File: src/rtl/fft_pingpong_out_buf.sv
// Ping-pong frame buffer between FFT result writes and a valid/ready sample stream.
// The writer fills one N-entry bank in any order while the reader drains the other, naturally or bit-reversed.
module fft_pingpong_out_buf #(
  parameter int DW    = 32,
  parameter int LOG2N = 3
) (
  input  logic             clk,
  input  logic             rstn,
  input  logic             wr_en,
  input  logic [LOG2N-1:0] wr_addr,
  input  logic [DW-1:0]    wr_data,
  input  logic             wr_commit,
  output logic             wr_rdy,
  input  logic             rd_bitrev,
  output logic             out_vld,
  input  logic             out_rdy,
  output logic [DW-1:0]    out_data,
  output logic             out_last,
  output logic [1:0]       frames_pending
);
  localparam int N = 1 << LOG2N;
  localparam logic [LOG2N-1:0] LAST_IDX = LOG2N'(N - 1);

  logic [DW-1:0]    mem [2*N];
  logic [DW-1:0]    rd_data_q;

  logic             wr_sel_q, wr_sel_d;
  logic             rd_sel_q, rd_sel_d;
  logic [1:0]       full_q, full_d;
  logic [LOG2N-1:0] rd_cnt_q, rd_cnt_d;
  logic             rd_active_q, rd_active_d;
  logic             frame_bitrev_q, frame_bitrev_d;
  logic             rd_pend_q, rd_pend_d;
  logic             rd_pend_last_q, rd_pend_last_d;
  logic [DW-1:0]    skid_data_q [2];
  logic [DW-1:0]    skid_data_d [2];
  logic [1:0]       skid_last_q, skid_last_d;
  logic             skid_head_q, skid_head_d;
  logic [1:0]       skid_cnt_q, skid_cnt_d;

  logic             wr_fire, commit_fire, pop, space, start, issue, release_buf, use_rev, skid_tail;
  logic [1:0]       skid_after;
  logic [LOG2N-1:0] cur_cnt, cnt_rev, rd_addr;

  assign wr_rdy         = !full_q[wr_sel_q];
  assign wr_fire        = rstn && wr_en && wr_rdy;
  assign commit_fire    = wr_commit && wr_rdy;
  assign out_vld        = (skid_cnt_q != 2'd0);
  assign out_data       = skid_data_q[skid_head_q];
  assign out_last       = skid_last_q[skid_head_q];
  assign frames_pending = {1'b0, full_q[0]} + {1'b0, full_q[1]};
  assign pop            = out_vld && out_rdy;

  // Skid occupancy after this edge, counting the read already in flight; a new read is
  // issued only if its data is guaranteed a slot when it arrives next cycle.
  assign skid_after = skid_cnt_q + {1'b0, rd_pend_q} - {1'b0, pop};
  assign space      = !skid_after[1];

  // Starting a frame also issues index 0, so frames follow each other without a bubble.
  assign start       = !rd_active_q && full_q[rd_sel_q] && space;
  assign issue       = start || (rd_active_q && space);
  assign release_buf = issue && rd_active_q && (rd_cnt_q == LAST_IDX);
  assign cur_cnt     = rd_active_q ? rd_cnt_q : '0;
  assign use_rev     = rd_active_q ? frame_bitrev_q : rd_bitrev;

  genvar gi;
  generate
    for (gi = 0; gi < LOG2N; gi++) begin : g_rev
      assign cnt_rev[gi] = cur_cnt[LOG2N-1-gi];
    end
  endgenerate

  assign rd_addr   = use_rev ? cnt_rev : cur_cnt;
  assign skid_tail = skid_head_q ^ skid_cnt_q[0];

  always_ff @(posedge clk) begin
    if (wr_fire) mem[{wr_sel_q, wr_addr}] <= wr_data;
    rd_data_q <= mem[{rd_sel_q, rd_addr}];
  end

  always_comb begin
    wr_sel_d       = wr_sel_q ^ commit_fire;
    rd_sel_d       = rd_sel_q ^ release_buf;
    full_d         = full_q;
    if (release_buf) full_d[rd_sel_q] = 1'b0;
    if (commit_fire) full_d[wr_sel_q] = 1'b1;

    rd_active_d    = rd_active_q;
    rd_cnt_d       = rd_cnt_q;
    frame_bitrev_d = frame_bitrev_q;
    if (start) begin
      rd_active_d    = 1'b1;
      frame_bitrev_d = rd_bitrev;
      rd_cnt_d       = LOG2N'(1);
    end else if (release_buf) begin
      rd_active_d    = 1'b0;
      rd_cnt_d       = '0;
    end else if (issue) begin
      rd_cnt_d       = rd_cnt_q + 1'b1;
    end
    rd_pend_d      = issue;
    rd_pend_last_d = release_buf;

    skid_data_d    = skid_data_q;
    skid_last_d    = skid_last_q;
    skid_head_d    = skid_head_q ^ pop;
    skid_cnt_d     = skid_after;
    if (rd_pend_q) begin
      skid_data_d[skid_tail] = rd_data_q;
      skid_last_d[skid_tail] = rd_pend_last_q;
    end
  end

  always_ff @(posedge clk) begin
    if (!rstn) begin
      wr_sel_q       <= 1'b0;
      rd_sel_q       <= 1'b0;
      full_q         <= 2'b00;
      rd_cnt_q       <= '0;
      rd_active_q    <= 1'b0;
      frame_bitrev_q <= 1'b0;
      rd_pend_q      <= 1'b0;
      rd_pend_last_q <= 1'b0;
      skid_data_q[0] <= '0;
      skid_data_q[1] <= '0;
      skid_last_q    <= 2'b00;
      skid_head_q    <= 1'b0;
      skid_cnt_q     <= 2'd0;
    end else begin
      wr_sel_q       <= wr_sel_d;
      rd_sel_q       <= rd_sel_d;
      full_q         <= full_d;
      rd_cnt_q       <= rd_cnt_d;
      rd_active_q    <= rd_active_d;
      frame_bitrev_q <= frame_bitrev_d;
      rd_pend_q      <= rd_pend_d;
      rd_pend_last_q <= rd_pend_last_d;
      skid_data_q    <= skid_data_d;
      skid_last_q    <= skid_last_d;
      skid_head_q    <= skid_head_d;
      skid_cnt_q     <= skid_cnt_d;
    end
  end
endmodule

File: config.mk
export PLATFORM = sky130hd
export DESIGN_NAME = fft_pingpong_out_buf
export DESIGN_NICKNAME = d
export VERILOG_FILES = /design/src/rtl/fft_pingpong_out_buf.sv
export SDC_FILE = /design/constraint.sdc
export NUM_CORES = 1
export LEC_CHECK = 0
export CORE_UTILIZATION = 45
export CTS_CLUSTER_SIZE = 24
export DETAILED_ROUTE_END_ITERATION = 10
export HOLD_SLACK_MARGIN = 0.03
export PLACE_DENSITY_LB_ADDON = 0.2
export SLEW_MARGIN = 20
export SYNTH_ARGS = -nofsm -noshare
export SYNTH_HDL_FRONTEND = slang
export SYNTH_SLANG_ARGS = --single-unit
File: constraint.sdc
create_clock -name clk -period 5.8 [get_ports clk]
set_input_delay 1.16 -clock clk [delete_from_list [all_inputs] [get_ports clk]]
set_output_delay 1.16 -clock clk [all_outputs]
set_load 0.005 [all_outputs]
After elaboration in Yosys (flattened, before gate mapping)
Memory sizes are Yosys's and may differ from the RTL's. A register that Yosys moved wholly into a read port is not among the register bits.
Cells that the tools add are included.
{"block": "totals", "register_bits": 80, "ram_bits": 512, "inputBits": 41, "out_inout_bits": 37, "wordCells": 92, "n_memories": 1}
{"memory": "mem", "words": 16, "word_bits": 32, "rd": 1, "rd_ports_with_merged_regs": 1, "wr": 1, "line": "24", "source": "logic [DW-1:0] mem [2*N];"}
{"block": "op_classes", "addsub": 4, "magnitude_cmp": 10, "eq_ne": 1, "muxes": 31, "n_bitwise": 10, "reduce_logical": 21}
{"operator": "$mux W32", "count": 4}
{"operator": "$bwmux W64", "count": 1}
{"operator": "$demux W32 S1", "count": 1}
{"operator": "$mux W1", "count": 17}
{"operator": "$logic_and A1 B1 Y1", "count": 13}
{"operator": "$lt A1 B2 Y1 const B", "count": 4}
{"operator": "$mux W3", "count": 2}
{"operator": "$ge A2 B2 Y1 const B", "count": 2}
{"operator": "$mux W2", "count": 2}
{"operator": "$not A1 Y2", "count": 2}
{"operator": "$reduce_bool A2 Y1", "count": 2}
{"operator": "$xor A1 B1 Y1", "count": 4}
{"operator": "$add A3 B1 Y3 const B", "count": 1}
{"operator": "$demux W1 S1", "count": 3}
{"operator": "$eq A3 B3 Y1 const B", "count": 1}
{"operator": "$ge A1 B1 Y1 const B", "count": 3}
{"operator": "$logic_not A1 Y1", "count": 3}
{"operator": "$reduce_bool A3 Y1", "count": 1}
{"operator": "$reduce_or A3 Y1", "count": 1}
{"operator": "$add A1 B1 Y2", "count": 1}
{"operator": "$add A2 B1 Y2", "count": 1}
{"operator": "$and A2 B2 Y2", "count": 1}
{"operator": "$bwmux W2", "count": 1}
{"operator": "$lt A2 B1 Y1 const B", "count": 1}
{"operator": "other kinds (5)", "count": 5}

Depth between registers and ports, before layout
{"block": "depth", "depth_word": 11, "ltp_mapped": 10, "mapped_depth_nobuf": 10}

Least setup slack after synthesis
Ideal clock, no wire load.
{"block": "synth_path", "path_kind": "in2reg", "startpoint": "input rstn", "endpoint": "memory mem[0][0] (enable)", "setup_ns": 0.461, "t_arrival_ns": 3.810, "required_ns": 5.339, "setup_slack_ns": 1.529, "path_stages": 4, "n_path_buf": 0, "cell_sequence": "and3_1 -> nor2b_1 -> nand2b_1 -> nor3_1"}
{"block": "synth_via", "elab_chain_len": 4}
{"element": "start: declaration", "line": "8", "source": "input logic rstn,"}
{"element": "$logic_and A1 B1 Y1 (2 in series)", "line": "46", "source": "assign wr_fire = rstn && wr_en && wr_rdy;"}
{"element": "$mux W1", "line": "77", "source": "if (wr_fire) mem[{wr_sel_q, wr_addr}] <= wr_data;"}
{"element": "$mux W1 (implied by the code)", "line": "77"}
{"element": "end: declaration", "line": "24"}
Every way passes these cells.

Worst setup path after layout
{"block": "layout_path", "startpoint": "register skid_head_q", "endpoint": "output out_data[8]"}
{"block": "layout_via", "elab_chain_len": 4}
{"element": "start: declaration", "line": "38", "source": "logic skid_head_q, skid_head_d;"}
{"element": "start signal: assignment", "line": "140", "source": "skid_head_q <= skid_head_d;"}
{"element": "$not A1 Y2 (implied by the code)", "line": "49", "source": "assign out_data = skid_data_q[skid_head_q];"}
{"element": "$mux W32 (implied by the code) (3 in series)", "line": "49"}
{"element": "end: declaration", "line": "17", "source": "output logic [DW-1:0] out_data,"}
Every way passes these cells. The select of a mux whose other input is x is not followed.

==> metrics.md <==
| Metric | Value |
|---|---|
| Min-Delay Path Depth | `2` |
| First-pass GRT wire length | `88,400 µm` |
| Core Box Area | `52,600 µm²` |
| Post-layout total power | `10.3 mW` |
| Commonest cells in the netlist | `512 x edfxtp_1, 394 x nand2_1, 129 x or3_1` |
| Data arrival time of the critical path | `between 2 and 2.5 ns` |
| Main combinational cell family by area after synthesis | `simple AND/OR/NAND/NOR gates` |
| H-tree depth | `3` |
| Placed cell count | `2,416` |
| Effective utilization at floorplan | `45.6%` |
| Cells on worst reg2reg path | `5` |
| Per-instance average area after synthesis | `between 10 and 15 µm²` |
| Worst setup path category | `reg2out` |
| Sum of buffers and inverters on the critical path | `1` |
| Die width | `233 µm` |
| Worst skew pair latency | `0.59 ns` |
| Final critical delay including setup and external delays | `3.61 ns` |
| Type of the most critical hold path | `reg2reg` |
| Hold-fix buffers, CTS | `0` |
| Number of maximum-capacitance constraint violations | `0` |
| Core Rows | `84` |
| Number of gates given a new drive strength after cts | `0` |
| Number of warnings issued by yosys | `0` |
| Fin crit share | `62.2%` |
| Residual DRC | `0` |
| Xor-xnor portion of the synthesized cell area | `0.246%` |
| Cell taking the most area after synthesis | `edfxtp_1` |
| Post-synth top flop | `edfxtp_1` |
| Die extent in y | `233 µm` |
| Buffers inserted by post-CTS timing repair | `0` |
| IR Drop Worst-Case VDD | `0.209 mV` |
| GRT Overall Usage | `a little over a fifth` |
| Clock tree from TritonCTS | `built` |
| Vias per inst | `between 5 and 6` |
| Largest fanout on the critical path | `36` |
| Post-DP HPWL | `33,400 µm` |
| Post-layout instance area | `between 20,000 and 30,000 µm²` |
| Unrepaired setup endpoints after global routing | `false` |
| Mux cell area share after synthesis | `1.92%` |
| Io pins | `78` |
| Synth area leaders | `edfxtp_1 64%, dfxtp_1 9.4%, nand2_1 6.2%` |
| Critical path's largest stage delay | `around 0.96 ns` |
| Input/output buffers | `77` |
| Largest clock skew in the final design | `0.0134 ns` |
| Critical path cell sequence | `mux2_2, clkdlybuf4s50_1` |
| Number of global-route vias before repair | `between 10,000 and 15,000` |
| Number of buffers between clock root and the deepest sink | `3` |
| Count of flip-flops with a built-in enable after synthesis | `512` |
| Avg WL per Cell | `23.1 µm` |
| Area of the die | `54,100 µm²` |
| Routed wire length | `around 59,000 µm` |
| Fmax | `0.277 GHz` |
| Number of optimization iterations in the first detailed-route pass | `5` |
| Number of distinct library cells after synthesis | `41` |
| Number of vias in the routed layout | `~15,000` |
| Root Driver | `clkbuf_16` |
| Post-synthesis simple-gate area fraction | `11.5%` |
| Critical Path Source Type | `flip-flop` |
| Mapped Cells | `1,760` |
| Inserted Clock Buffers | `66` |
| Reg clk slew, reported paths | `0.06 ns` |
| Synthesis-to-finish area growth | `14.7%` |
| Largest net degree at the start of global routing | `175` |
| Net count of the mapped netlist | `1,806` |
| Share of layout cells above drive strength 1 | `roughly 10%` |
| Kind of cell adding the most delay to the critical path | `flip-flops` |
| Sink count of the clock tree | `624` |
| Remaining global-route overflow | `0` |
| Drt initial violations | `roughly 1,200` |
| Slowest-stage cell, CP | `dfxtp_2` |
| Initial antenna violation count | `2` |
| Outcome | `finished clean` |
| Transition time at the pin with the least slew margin | `1.10 ns` |
| Setup TNS Final | `0 ns` |
| Number of setup violations in the final report | `0` |
| Diodes inserted | `0` |
| Post-synthesis share of cell area spent on full adders, half adders and majority gates | `0.261%` |
| Antenna viol nets, final | `0` |
| Kind of end point of the critical path | `primary output` |
| Number of gates on the worst path with buffers counted | `2` |
| Share of synthesized area occupied by flip-flops and latches | `73.6%` |
| Relative slew margins | `26.8%` |
| Share of flip-flops with an asynchronous set or reset | `0%` |
| Post-layout net count | `1,844` |
| P per Cell Area | `375 nW/µm²` |
| Number of hold violations in the final report | `0` |
| Post-synth design cell area | `24,000 µm²` |
| Register-to-register path setup slack | `2.30 ns` |
| Placed standard-cell area | `25,400 µm²` |
| Most common cell in the netlist | `edfxtp_1` |
| Count of non-filler cells in the finished layout | `2,536` |
| Worst path required time | `4.64 ns` |
| Fraction of post-synthesis cell area in the top cell type by area | `64.2%` |
| RD Place Congestion | `approximately 0.80` |
| Flop and latch count out of synthesis | `624` |
| P_leak | `9.01 nW` |
| Final Slew Violations | `0` |
| Compound-cell area share of the yosys netlist | `approximately 9.7%` |
routing by layer:
metal / part of all wire (%) / global-route usage, % / wire length [µm]
met5: 0 / 0 / 0
met2: 47 / 34.8 / 27600
met1: 45 / 31.2 / 26200
met3: 6.1 / 3.30 / 3590
met4: 2.0 / 6.27 / 1160
cell type report:
cell class              count  area (µm²)
repair buffers            111        1170
flip-flops and latches    624       17600
fillers                  4359       25100
multi-input cells         991        5810
clock inverters            26         124
clock buffers              92        1870
inverters                   4        17.5
well taps                 688         861
layout by cell type (no fill, tap or decap), types with 5 or more instances in the layout:
master             n
edfxtp_1         512
ha_1               5
o311ai_1          59
clkinv_1          11
buf_12             5
clkbuf_16         71
and2_1             6
nor2_1            10
clkinv_2          11
or3_1            128
nand2_1          393
buf_4             25
a21oi_1           71
mux2_2            34
nand4_1           32
nand2b_1           5
o311ai_0          69
dfxtp_1          111
clkbuf_1          19
clkdlybuf4s50_1   77
a31oi_1          128
nor2_4            13
final timing paths:
path / from / to
max: skid_head_q / out_data[8]
min reg2reg: rd_data_q[3] / skid_data_q[35]
min: rd_data_q[3] / skid_data_q[35]
max reg2reg: rd_cnt_q[0] / rd_data_q[19]
through the flow:
step                      worst slack [ns]  util [%]  hold WS (ns)
after floorplan                       1.53         -         0.432
after global placement                1.76      48.1         0.437
after detailed placement              1.69      48.4         0.443
after CTS                             2.11      52.2         0.451
after global routing                  2.07      52.3         0.466
final                                 2.19      52.3         0.448
worst min-delay path, cell delays in order, from the launching register on:
cell and delay [ns]:
dfxtp_1 0.31, nand2_1 0.05, a21oi_1 0.05
logic make-up after synthesis:
family          Yosys count
simple gates            606
mux                      40
fa+ha+maj                 5
xor+xnor                  5
flops                   624
buf+inv                 145
compound gates          335
flip-flops by register name (all words and copies together) (netlist names), 2 cells and up:
| name | count |
|---|---|
| rd_cnt_q | 3 |
| mem | 512 |
| full_q | 2 |
| skid_data_q | 64 |
| skid_last_q | 2 |
| rd_data_q | 32 |
| skid_cnt_q | 2 |
report_power, final:
part	switching [mW]	internal [mW]
registers	0.129	4.98
logic	0.849	0.425
clock network	1.66	2.25
total	2.64	7.65
(Power assumes the default switching activity.)
==> patch, RTL diff (same settings) <==
Make the reset (`rstn`) asynchronous in one clocked block.
--- a/src/rtl/fft_pingpong_out_buf.sv
+++ b/src/rtl/fft_pingpong_out_buf.sv
@@ -112,5 +112,5 @@
   end
 
-  always_ff @(posedge clk) begin
+  always_ff @(posedge clk or negedge rstn) begin
     if (!rstn) begin
       wr_sel_q       <= 1'b0;
Check against the original RTL: differs if rstn is asserted again (counterexample within 4 cycles, from zero or initial values and one cycle with rstn low); with rstn held inactive, the same outputs for 4 cycles.
==> patch against the original RTL <==
Wire length is 8.1% lower. Sequential cell count is the same. Highest routed layer unchanged. Maximum frequency decreased by 3.8%. Via count down 6.0%. Design area up 1.1%. Worst setup slack got worse by 0.14 ns. Largest cell class unchanged. Area after synthesis grew 0.48%.
Power is not compared: it rests on default switching activity, and its combinational part moved more than twofold at a synthesized area within 25%.
==> patch: results (changes against the original RTL) <==
[outcome]
status = completed

[synth]
synth_common_cells = edfxtp_1, nand2_1, a31oi_1
syn_inst = 1597  ; -9.3%
synth_compound_area_share_pct = 8.33  ; -1.4 points
synthXorXnorAreaFrac_pct = 0.182  ; -0.064 points
synth_nets = 1643  ; -9.0%
synthMuxAreaShare_pct = 4.94  ; +3.0 points
synth.distinct_cells = 40  ; -2.4%
synthAdderAreaFrac_pct = 0.260  ; -0.0012 points

[grt]
grt_pass1_vias = 13800  ; -2.7%
grt_start_max_net_pins = 154  ; -12%
grt_first_pass_wirelength_um = 83000  ; -6.2%
track_usage_pct = 20.1  ; -1.8 points

[layout]
nets = 1692  ; -8.2%
fill_cells = 4263  ; -2.2%
drive_above_1_share_pct = 15.3  ; +5.3 points

[worst_setup_path]
critPathMaxFanout = 35  ; -2.8%
slowest_stage = dfrtp_2
worst_ep_arrival_time_ns = 2.59  ; +0.14 ns

[drt]
drt_iter0_markers = 1083  ; -6.4%
wl_met3_um = 2290  ; -36%
wl_met1_um = 24100  ; -8.2%
drt-total-wl_um = 53800  ; -8.1%

[placed_design]
gp_congestion = 0.732  ; -8.2%
dp_hpwl_um = 28900  ; -13%

[timing]
tightest_slew_ns = 1.03  ; -0.0673 ns
finalClockSkew_ns = 0.00935  ; -0.00406 ns

[clock_network]
h-tree-depth = 2  ; -1

[hold_path]
min_path_type = input port to asynchronous set/reset pin

[patch: power groups by stage]
stage | logic, W | registers [W] | clock network [W]
6_report | 0.00472 | 0.00560 | 0.00401
3_3_place_gp | 0.00472 | 0.00567 | 0
2_1_floorplan | 0.00324 | 0.00552 | 0
3_5_place_dp | 0.00479 | 0.00570 | 0
4_1_cts | 0.00481 | 0.00561 | 0.00408
5_1_grt | 0.00519 | 0.00566 | 0.00425
[patch: layer usage]
layer,vias up,global-route usage [%]
met5,-,0
met3,84,3.05
li1,6346,-
met4,0,5.43
met1,7087,27.7
met2,302,33.3
[patch: cell type report]
cell class              count  share of cell area, %
clock inverters            15                  0.469
repair buffers            111                   4.08
well taps                 688                   3.10
inverters                   8                  0.108
clock buffers             101                   7.03
multi-input cells         840                   20.3
flip-flops and latches    624                   64.9
[patch: per-stage QoR]
| stage | hold WS, ns | cell area (sq um) |
|---|---|---|
| final | 0.479 | 27800 |
| after global routing | 0.492 | 27800 |
| after CTS | 0.466 | 27700 |
| after detailed placement | 0.473 | 25600 |
| after global placement | 0.467 | 25500 |
| after floorplan | 0.460 | 24100 |
[patch: final timing paths]
kind	from	end	slack [ns]	depth (start not counted)
min in group clk	rd_data_q[22]	skid_data_q[54]	0.48	1
min	rstn	skid_head_q	0.48	1
max	skid_head_q	out_data[11]	2.05	2
max in group asynchronous	rstn	skid_data_q[46]	4.25	2
min reg2reg	rd_data_q[22]	skid_data_q[54]	0.48	1
max reg2reg	frame_bitrev_q	rd_data_q[22]	2.51	7
[patch: cell families (layout without fill, tap and decap cells)]
kind of cell / Yosys count / after routing
adder cells (fa/ha/maj): 5 / 5
buffers and inverters: 133 / 235
AO/OA/AOI/OAI: 268 / 268
flip-flops: 624 / 624
XOR/XNOR: 5 / 5
AND/OR/NAND/NOR: 456 / 456
multiplexers: 106 / 106
